**src/rtl/game_ctrl.sv**
```systemverilog
// Game flow controller: start countdown, timed play, clear/over result and
// best-clear-time tracking. All outputs are registered.
module game_ctrl #(
    parameter int unsigned CNTDN_TICK = 99999999,
    parameter int unsigned CNTDN_LEN  = 3,
    parameter logic [11:0] TIME_LIMIT = 12'h999
) (
    input  logic       i_Clk,
    input  logic       i_Rst,
    input  logic       i_Start,
    input  logic       i_Goal,
    input  logic [3:0] i_Sec0,
    input  logic [3:0] i_Sec1,
    input  logic [3:0] i_Sec2,
    output logic       o_TimerEn,
    output logic [2:0] o_State,
    output logic [3:0] o_Cntdn,
    output logic       o_MoveEn,
    output logic [3:0] o_Disp0,
    output logic [3:0] o_Disp1,
    output logic [3:0] o_Disp2,
    output logic [3:0] o_Best0,
    output logic [3:0] o_Best1,
    output logic [3:0] o_Best2,
    output logic       o_BestValid,
    output logic       o_NewBest
);

    localparam int unsigned TW = (CNTDN_TICK > 0) ? $clog2(CNTDN_TICK + 1) : 1;

    typedef enum logic [2:0] {
        IDLE  = 3'd0,
        CNTDN = 3'd1,
        PLAY  = 3'd2,
        CLEAR = 3'd3,
        OVER  = 3'd4
    } state_t;

    state_t        state_q, state_d;
    logic [TW-1:0] tick_q, tick_d;
    logic [3:0]    cntdn_q, cntdn_d;
    logic          timer_en_q, timer_en_d;
    logic          move_en_q, move_en_d;
    logic [11:0]   disp_q, disp_d;
    logic [11:0]   best_q, best_d;
    logic          best_valid_q, best_valid_d;
    logic          new_best_q, new_best_d;
    logic [11:0]   sec;

    assign sec = {i_Sec2, i_Sec1, i_Sec0};

    always_comb begin
        state_d      = state_q;
        tick_d       = tick_q;
        cntdn_d      = cntdn_q;
        disp_d       = disp_q;
        best_d       = best_q;
        best_valid_d = best_valid_q;
        new_best_d   = new_best_q;

        unique case (state_q)
            IDLE: begin
                disp_d  = '0;
                cntdn_d = '0;
                if (i_Start) begin
                    state_d = CNTDN;
                    cntdn_d = 4'(CNTDN_LEN);
                    tick_d  = '0;
                end
            end
            CNTDN: begin
                disp_d = '0;
                if (tick_q == TW'(CNTDN_TICK)) begin
                    tick_d = '0;
                    if (cntdn_q <= 4'd1) begin
                        state_d = PLAY;
                        cntdn_d = '0;
                    end else begin
                        cntdn_d = cntdn_q - 4'd1;
                    end
                end else begin
                    tick_d = tick_q + TW'(1);
                end
            end
            PLAY: begin
                // Display tracks the timer; the value sampled on the exit cycle is what stays frozen.
                disp_d = sec;
                if (i_Goal) begin
                    state_d = CLEAR;
                    if (!best_valid_q || (sec < best_q)) begin
                        best_d       = sec;
                        best_valid_d = 1'b1;
                        new_best_d   = 1'b1;
                    end else begin
                        new_best_d   = 1'b0;
                    end
                end else if (sec == TIME_LIMIT) begin
                    state_d    = OVER;
                    new_best_d = 1'b0;
                end
            end
            CLEAR, OVER: begin
                if (i_Start) begin
                    state_d    = CNTDN;
                    cntdn_d    = 4'(CNTDN_LEN);
                    tick_d     = '0;
                    disp_d     = '0;
                    new_best_d = 1'b0;
                end
            end
            default: begin
                state_d    = IDLE;
                tick_d     = '0;
                cntdn_d    = '0;
                disp_d     = '0;
                new_best_d = 1'b0;
            end
        endcase

        timer_en_d = (state_d == PLAY);
        move_en_d  = (state_d == PLAY);
    end

    always_ff @(posedge i_Clk or negedge i_Rst) begin
        if (!i_Rst) begin
            state_q      <= IDLE;
            tick_q       <= '0;
            cntdn_q      <= '0;
            timer_en_q   <= 1'b0;
            move_en_q    <= 1'b0;
            disp_q       <= '0;
            best_q       <= '0;
            best_valid_q <= 1'b0;
            new_best_q   <= 1'b0;
        end else begin
            state_q      <= state_d;
            tick_q       <= tick_d;
            cntdn_q      <= cntdn_d;
            timer_en_q   <= timer_en_d;
            move_en_q    <= move_en_d;
            disp_q       <= disp_d;
            best_q       <= best_d;
            best_valid_q <= best_valid_d;
            new_best_q   <= new_best_d;
        end
    end

    assign o_State     = state_q;
    assign o_Cntdn     = cntdn_q;
    assign o_TimerEn   = timer_en_q;
    assign o_MoveEn    = move_en_q;
    assign o_Disp0     = disp_q[3:0];
    assign o_Disp1     = disp_q[7:4];
    assign o_Disp2     = disp_q[11:8];
    assign o_Best0     = best_q[3:0];
    assign o_Best1     = best_q[7:4];
    assign o_Best2     = best_q[11:8];
    assign o_BestValid = best_valid_q;
    assign o_NewBest   = new_best_q;

endmodule

```
**config.mk**
```make
export PLATFORM = sky130hd
export DESIGN_NAME = game_ctrl
export DESIGN_NICKNAME = d
export VERILOG_FILES = /design/src/rtl/game_ctrl.sv
export SDC_FILE = /design/constraint.sdc
export NUM_CORES = 1
export LEC_CHECK = 0
export BUFFER_PORTS_ARGS = -buffer_cell sky130_fd_sc_hd__buf_2
export CAP_MARGIN = 5
export CORE_AREA = 2 2 89 91
export CTS_CLUSTER_DIAMETER = 150
export DETAILED_ROUTE_END_ITERATION = 8
export DIE_AREA = 0 0 91 93
export PLACE_DENSITY = 0.66
export SETUP_SLACK_MARGIN = 0.3
export SLEW_MARGIN = 25
export SYNTH_ARGS = -nofsm -noshare
export SYNTH_HDL_FRONTEND = slang
export SYNTH_SLANG_ARGS = --single-unit
export TNS_END_PERCENT = 10
```
**constraint.sdc**
```tcl
create_clock -name i_Clk -period 2.09 [get_ports i_Clk]
set_input_delay 0.3135 -clock i_Clk [delete_from_list [all_inputs] [get_ports i_Clk]]
set_output_delay 0.3135 -clock i_Clk [all_outputs]
set_load 0.01 [all_outputs]
```
==> results of run 1 <==
[worst paths after layout]
path                       cells after the start          to  slack, ps
min in group asynchronous                      2  tick_q[14]        490
setup reg to reg                               8   best_q[6]         70
hold reg to reg                                1   disp_q[9]        500
max in group asynchronous                      3   disp_q[0]        860
hold / removal                                 2  disp_q[11]        260
setup / recovery                               8   best_q[6]         70
[critical path, cell delays in order, from the launching register on]
cell	delay, ps
dfrtp_1	390
inv_2	80
ha_4	200
a21o_1	170
a221oi_2	290
o211ai_1	160
nand2_1	140
buf_6	150
mux2_2	330
[state kept, by name, indices dropped and copies added, names as in the netlist]
name         count
best_q          12
disp_q          12
o_State          3
o_BestValid      1
o_Cntdn          4
o_NewBest        1
o_MoveEn         1
tick_q          27
[metrics by stage]
step / instances / cell area (um2)
after floorplan: 311 / 3282
after global placement: 482 / 3835
after global routing: 508 / 4198
final: 508 / 4198
after CTS: 508 / 4146
after detailed placement: 482 / 3835
[kinds of logic (layout without fill, tap and decap cells)]
family | Yosys count | after routing | share of synthesized area
muxes | 19 | 19 | 0.06387
AOI/OAI and AO/OA | 53 | 53 | 0.1297
DFF | 61 | 61 | 0.4694
adders and majority gates | 14 | 14 | 0.05387
and+or+nand+nor | 116 | 116 | 0.1924
buffers and inverters | 28 | 123 | 0.03694
xor gates and xnor gates | 20 | 20 | 0.05387
[report_power, final]
group          leakage, nW  total [W]  switching (W)  internal, W
combinational         1.14   0.000385       0.000211     0.000174
sequential           0.818    0.00135      0.0000886      0.00126
clock               0.0909   0.000969       0.000534     0.000435
total                 2.05    0.00270       0.000833      0.00187
[layout make-up]
| cell class | instances | area, um2 | share of cell area |
|---|---|---|---|
| clock buffer | 9 | 123.9 | 0.02951 |
| inverter | 17 | 63.81 | 0.01520 |
| tap | 102 | 127.6 | 0.03040 |
| sequential | 61 | 1528 | 0.3639 |
| multi-input combinational | 222 | 1719 | 0.4095 |
| clock inverter | 7 | 51.30 | 0.01222 |
| timing repair buffer | 90 | 584.3 | 0.1392 |
[timing repair]
action | in CTS | in global routing
endpoints found under the setup margin | 41 | 46
pin swaps | 5 | 13
hold endpoints to repair | 23 | 0
hold buffers | 1 | 0
gates resized for setup | 12 | 15
buffers inserted | 9 | 0
[metal layers]
| metal | routed length (um) | global-route usage |
|---|---|---|
| met1 | 3532 | 0.2593 |
| met3 | 348 | 0.04915 |
| met4 | 93 | 0.06061 |
| met5 | 0 | 0 |
| met2 | 3680 | 0.2932 |
[placed cells by master (no fill, tap or decap), types with 4 or more instances in the layout]
cell type / count
dfrtp_1: 60
buf_2: 50
nor2_1: 33
buf_4: 33
xor2_1: 19
nand3_1: 16
nand2_1: 16
inv_1: 14
nand4_1: 13
a22o_1: 13
ha_1: 11
mux2_4: 9
clkbuf_8: 9
a21oi_1: 8
nor3_1: 6
nand2b_1: 5
o21ai_0: 5
and3_1: 5
mux2i_1: 5
mux2_2: 5
buf_6: 5
nor4bb_1: 4
a21o_1: 4
==> impl_metrics.tcl, run 1 <==
set metrics [dict create \
    status "complete, no violations" \
    ys_seq_elements 61 \
    ir_drop_v 0.0003066 \
    finalMaxSlewViolations 0 \
    post_drt_wl_per_cell_um 15.07 \
    rows 32 \
    routed_via_density 5.264 \
    rsz0062_at_grt "true" \
    whs_ps 258.6 \
    async_flop_share 1.000 \
    fin_ws_ps 70.02 \
    die_y_um 93 \
    drt-initial-drc-count 105 \
    tightest_slew_ps 567.5 \
    place.gp.congestion 0.7823 \
    route.detailed.drc 0 \
    max_cap_viol_count 0 \
    clk-insertion-delay-late_ps 350 \
    clock_skew_ps 9.666 \
    antenna_found_initial 0 \
    synth_top_area_share 0.4694 \
    vias 2674 \
    synth-edff-count 0 \
    cts.clk_slew.worst_paths_ps 80 \
    powerDensity_nw_per_um2 643.3 \
    grt_start_max_net_pins 26 \
    post-route-period-util 0.9665 \
    dp_hpwl_um 5180 \
    setup_tns_ps 0 \
    cts_root_buf "clkbuf_8" \
    synth_nets 341 \
    ant_nets 0 \
    yosysUniqueCellTypes 46 \
    final_util 0.5577 \
    yosysMostFrequentCell "dfrtp_1" \
    dr.pass1.iters 4 \
    synthTopCellsByCount "dfrtp_1, nor2_1, xor2_1" \
    syn_avg_cell_area_um2 10.46 \
    cp_max_fo 6 \
    drive_gt1_frac 0.3498 \
    startpoint "best_q[7]" \
    diodes 0 \
    pre_cts_ws_ps 20.71 \
    num-nets-final 431 \
    io_pins 51 \
    power_w 0.002700 \
    grt_overflow_total 0 \
    yosysWarnings 0 \
    synth_flop_cell "dfrtp_1" \
    synth_largest_area_cell "dfrtp_1" \
    initial_core_util 0.4320 \
    core_area_um2 7527 \
    leakagePower_nw 2.051 \
    yosysSeqAreaShare 0.4694 \
    n_fill_cell 678 \
    cts_max_level 3 \
    r2r_start "best_q[7]" \
    crit_path_start_kind "flip-flop" \
    slew_headroom 0.6216 \
    io_buffers 50 \
    routed_wl_um 7655 \
    fmax_mhz 495.1 \
    period_minus_slack_ps 2020 \
    clk_path_buf_depth 2 \
    min_from "i_Sec2[3]" \
    cts_tree "yes" \
    clock_sinks 61 \
    syn_to_final_growth_pct 29.09 \
    cts_buffers 9 \
    syn_inst 311 \
    syn_area_um2 3252 \
    grt_pass1_wl_um 12690 \
    final_hold_viol_count 0 \
    grt_util_all_layers 0.1887 \
    first_global_vias 2545 \
    cp.arrival_ps 2260 \
    setup_viol 0 \
    criticalPathCategory "flip-flop to flip-flop" \
    endpoint_kind "flip-flop" \
    min_path_type "input pin to flip-flop" \
    dieWidth_um 91 \
    fp.dieArea_um2 8463 \
    synthTopCellsByArea "dfrtp_1, ha_1, xor2_1, mux2_2, nor2_1" \
    worstPathRequired_ps 2330 \
]
Note: power is estimated with default switching activity, not from simulation.
==> run 2: changes to the inputs <==
- CELL_PAD_IN_SITES_DETAIL_PLACEMENT: default -> 1
- CELL_PAD_IN_SITES_GLOBAL_PLACEMENT: default -> 1
- CORE_AREA: 2 2 89 91 -> 2 2 94 96
- DIE_AREA: 0 0 91 93 -> 0 0 96 98
- PLACE_DENSITY: 0.66 -> default
- PLACE_DENSITY_LB_ADDON: default -> 0.1
==> impl_metrics.tcl, run 2 (synthesized netlist as in run 1, its figures left out) <==
set metrics [dict create \
    grt_start_max_net_pins 62 \
    initial_core_util 0.3841 \
    layout_common_cells "dfrtp_1, buf_2, buf_4, nor2_1, nand3_1" \
    min_path_type "input pin to flip-flop" \
    crit_path_start_kind "flip-flop" \
    cts_buffers 9 \
    fin_area_um2 4557 \
    crit_family "simple AND/OR/NAND/NOR gates" \
    num-nets-final 440 \
    io_pins 51 \
    ir_drop_v 0.0003655 \
    ant_nets 0 \
    clkPwrFrac 0.407 \
    largest_reg_flops 27 \
    wl_met3_um 222 \
    place.gp.congestion 0.7241 \
    p_switching_w 0.0008279 \
    antenna_found_initial 0 \
    setup_viol 0 \
    fmax_mhz 498.4 \
    tightest_slew_ps 486.6 \
    rsz0062_at_grt "true" \
    period_minus_slack_ps 2007 \
    routed_wl_um 8974 \
    powerDensity_nw_per_um2 654.1 \
    clock_sinks 61 \
    wl_met1_um 4273 \
    cts_tree "yes" \
    syn_to_final_growth_pct 40.13 \
    routed_via_density 5.270 \
    clk-insertion-delay-late_ps 350 \
    placed_area_um2 3908 \
    route.detailed.drc 0 \
    cp_slowest_cell "or4b_4" \
    max_cap_viol_count 0 \
    top_regs "tick_q (27), best_q (12), disp_q (12)" \
    grt_overflow_total 0 \
    vias 2756 \
    p_comb_frac 0.140 \
    core_area_um2 8466 \
    rows 34 \
    drive_gt1_frac 0.4289 \
    cts.clk_slew.worst_paths_ps 80 \
    clock_skew_ps 15.12 \
    post_drt_wl_per_cell_um 17.16 \
    endpoint_kind "flip-flop" \
    cts_max_level 3 \
    cp.arrival_ps 2240 \
    n_fill_cell 946 \
    finalMaxSlewViolations 0 \
    criticalPathCategory "flip-flop to flip-flop" \
    grt_util_all_layers 0.2014 \
    clk_path_buf_depth 2 \
    worstPathRequired_ps 2320 \
    drt-initial-drc-count 83 \
    final_util 0.5383 \
    diodes 0 \
    p_int_w 0.002153 \
    grt_pass1_wl_um 14750 \
    first_global_vias 2907 \
    path_cells "or4b_4 -> nor4_4 -> a21oi_2 -> or2_4 -> mux2_4" \
    die_y_um 98 \
    slowest_delay_ps 550 \
    swShare 0.2778 \
    top_layer "met4" \
    leakagePower_nw 2.109 \
    post-route-period-util 0.9601 \
    crit_buf_inv 0 \
    p_seq_frac 0.453 \
    max_flop_register "tick_q" \
    fp.dieArea_um2 9408 \
    dieWidth_um 96 \
    slew_headroom 0.6728 \
    met2_length_um 4367 \
    io_buffers 50 \
    whs_ps 263.2 \
    final_hold_viol_count 0 \
    cp_max_fo 4 \
    status "complete, no violations" \
    cts_root_buf "clkbuf_8" \
    dr.pass1.iters 4 \
    layout_commonest_cell "dfrtp_1" \
    dp_hpwl_um 5979 \
]
==> run 2: path summary, 6_finish.rpt <==
kind / start / endpoint / slack [ps] / cells after the start
worst max-delay path: tick_q[11] / o_Cntdn[0] / 80 / 5
worst max register to register: tick_q[11] / o_Cntdn[0] / 80 / 5
min in group asynchronous: i_Rst / o_Cntdn[1] / 490 / 3
worst min register to register: disp_q[1] / disp_q[1] / 500 / 1
worst min-delay path: i_Sec1[0] / disp_q[4] / 260 / 2
max in group asynchronous: i_Rst / o_State[1] / 1270 / 3
==> run 2: through the flow <==
step | total power, W | setup WS [ps] | std cells | setup TNS [ps]
after floorplan | 0.001574 | 82.36 | 311 | 0
after global placement | 0.001734 | -186.3 | 495 | -2125
after detailed placement | 0.001744 | -211.2 | 495 | -2277
after CTS | 0.002971 | 76.91 | 520 | 0
after global routing | 0.003130 | -7.556 | 523 | -21.98
final | 0.002980 | 83.47 | 523 | 0
==> run 2: worst register-to-register path, stage by stage, from the launching register on <==
cell and delay (ps):
dfrtp_1 390, or4b_4 550, nor4_4 240, a21oi_2 140, or2_4 280, mux2_4 300
==> run 2: power by group through the flow <==
stage	Sequential [W]	Combinational [W]	Clock (W)
6_report	0.00135	0.000418	0.00121
5_1_grt	0.00136	0.000466	0.00131
4_1_cts	0.00134	0.000391	0.00124
3_5_place_dp	0.00137	0.000379	0
3_3_place_gp	0.00136	0.000371	0
2_1_floorplan	0.00135	0.000223	0
==> run 2: repair_timing <==
| action | 4_1_cts | 5_1_grt |
|---|---|---|
| endpoints found under the setup margin | 45 | 46 |
| endpoints found under the hold margin | 42 | 0 |
| gates resized for setup | 15 | 61 |
| setup buffers | 8 | 3 |
| hold buffers | 1 | 0 |
| pin swaps | 5 | 28 |
| gates cloned | 0 | 0 |
==> run 2: layout make-up <==
| class | instances | area [um2] | share of cell area |
|---|---|---|---|
| Multi-Input combinational cell | 222 | 1931 | 0.4237 |
| Clock inverter | 6 | 86.33 | 0.01895 |
| Timing Repair Buffer | 99 | 675.6 | 0.1483 |
| Sequential cell | 61 | 1528 | 0.3353 |
| Inverter | 17 | 63.81 | 0.01400 |
| Clock buffer | 10 | 137.6 | 0.03020 |
| Tap cell | 108 | 135.1 | 0.02965 |
==> run 2: routing by layer <==
layer | vias to the layer above | GRT usage
met3 | 11 | 0.03935
met5 | - | 0
li1 | 1315 | -
met4 | 0 | 0.05934
met2 | 40 | 0.3200
met1 | 1390 | 0.2773
==> run 3: changes to the inputs <==
- PLACE_DENSITY: default -> 0.74
- PLACE_DENSITY_LB_ADDON: 0.1 -> default
- SETUP_SLACK_MARGIN: 0.3 -> 0.02
==> impl_metrics.tcl, run 3 (synthesized netlist as in run 1, its figures left out) <==
set metrics [dict create \
    status "complete, but fails checks" \
    failed_checks "setup timing" \
    die_y_um 98 \
    core_area_um2 8466 \
    max_flop_register "tick_q" \
    n_fill_cell 978 \
    slew_headroom 0.6152 \
    final_hold_viol_count 0 \
    p_switching_w 0.0007960 \
    dieWidth_um 96 \
    crit_path_start_kind "flip-flop" \
    dr.pass1.iters 5 \
    initial_core_util 0.3841 \
    grt_util_all_layers 0.1954 \
    cts.clk_slew.worst_paths_ps 70 \
    min_path_type "input pin to flip-flop" \
    dp_hpwl_um 6226 \
    post_drt_wl_per_cell_um 17.48 \
    route.detailed.drc 0 \
    antenna_found_initial 0 \
    endpoint_kind "flip-flop" \
    cts_tree "yes" \
    max_cap_viol_count 0 \
    cp_max_fo 8 \
    top_regs "tick_q (27), best_q (12), disp_q (12)" \
    swShare 0.2962 \
    worstPathRequired_ps 2310 \
    p_seq_frac 0.503 \
    setup_tns_ps -800.9 \
    first_global_vias 2885 \
    cp_slowest_cell "a2111oi_1" \
    period_minus_slack_ps 2175 \
    ir_drop_v 0.0003681 \
    routed_wl_um 8934 \
    clkPwrFrac 0.346 \
    clock_skew_ps 8.561 \
    place.gp.congestion 0.8079 \
    placed_area_um2 3846 \
    cts_root_buf "clkbuf_8" \
    grt_overflow_total 0 \
    cts_max_level 3 \
    slowest_delay_ps 510 \
    fp.dieArea_um2 9408 \
    num-nets-final 429 \
    criticalPathCategory "flip-flop to flip-flop" \
    p_int_w 0.001892 \
    finalMaxSlewViolations 0 \
    routed_via_density 5.337 \
    ant_nets 0 \
    largest_reg_flops 27 \
    vias 2727 \
    rows 34 \
    rsz0062_at_grt "true" \
    grt_pass1_wl_um 14320 \
    fin_ws_ps -84.63 \
    syn_to_final_growth_pct 27.32 \
    io_pins 51 \
    cp.arrival_ps 2390 \
    fin_area_um2 4140 \
    power_w 0.002688 \
    grt_start_max_net_pins 46 \
    layout_commonest_cell "dfrtp_1" \
    post-route-period-util 1.040 \
    diodes 0 \
    clk_path_buf_depth 2 \
    drt-initial-drc-count 82 \
    clk-insertion-delay-late_ps 340 \
    fmax_mhz 459.8 \
    drive_gt1_frac 0.3300 \
    powerDensity_nw_per_um2 649.2 \
    tightest_slew_ps 575.1 \
    leakagePower_nw 2.007 \
    io_buffers 50 \
    whs_ps 259.1 \
    pre_cts_ws_ps -161.1 \
    p_comb_frac 0.152 \
    layout_common_cells "dfrtp_1, buf_2, nor2_1, buf_4, xor2_1" \
    setup_viol 12 \
    path_cells "inv_1 -> ha_1 -> a2111oi_1 -> o211ai_1 -> nand2_1 -> buf_6 -> mux2_2" \
    cts_buffers 9 \
    clock_sinks 61 \
]
==> run 3: changes by cell type in the layout (fill, tap and decap cells not counted), sizes merged <==
cell	previous run	this run
bufinv	2	0
clkbuf	10	11
clkinvlp	1	2
clkinv	3	2
buf	98	87
==> run 3: worst max-delay path, delay by kind of cell (launching register included) <==
kind,cells,cell delay (ps)
muxes,1,340
buffers and inverters,2,200
and+or+nand+nor,1,140
DFF,1,360
AOI/OAI and AO/OA,2,710
adders and majority gates,1,300
==> run 3: per-stage QoR <==
stage / utilization / instances
global route: 0.4891 / 511
global placement: 0.4543 / 490
CTS: 0.4802 / 509
floorplan: - / 311
finish: 0.4891 / 511
detailed placement: 0.4543 / 490
==> run 3: power groups by stage <==
stage	Combinational, W	Sequential (W)	Clock, W
after global routing	0.000455	0.00136	0.00100
after CTS	0.000401	0.00135	0.000954
after global placement	0.000372	0.00136	0
after floorplan	0.000219	0.00135	0
final	0.000408	0.00135	0.000929
after detailed placement	0.000392	0.00137	0
==> run 3: routing by layer <==
layer  global-route usage  wire (um)  vias to the layer above
met1               0.2491       3991                     1384
met4              0.05934        123                        0
met3              0.03704        193                        9
met2               0.3317       4625                       40
met5                    0          0                        -
li1                     -          -                     1294
==> run 3: final cells by class <==
cell class,count,area [um2],share of cell area
clock buffers,11,141.4,0.03415
clock inverters,4,25.02,0.006044
inverters,17,63.81,0.01541
multi-input cells,222,1680,0.4059
flip-flops and latches,61,1528,0.3690
well taps,108,135.1,0.03264
repair buffers,88,566.8,0.1369
==> run 3: path summary, 6_finish.rpt <==
path                       startpoint   endpoint  slack [ps]  cells after the start
max in group asynchronous       i_Rst  best_q[3]        1060                      3
min reg2reg                 disp_q[8]  disp_q[8]         500                      1
min in group asynchronous       i_Rst  tick_q[5]         440                      2
max                         best_q[1]  best_q[0]         -80                      7
min                         i_Sec0[0]  disp_q[0]         260                      2
max reg2reg                 best_q[1]  best_q[0]         -80                      7
==> run 3: timing repair <==
action                                  CTS  global route
buffers inserted                          3             2
gates resized for setup                   4            12
pin swaps                                 2             5
endpoints found under the hold margin    16             0
hold buffers                              1             0
endpoints found under the setup margin   12            17
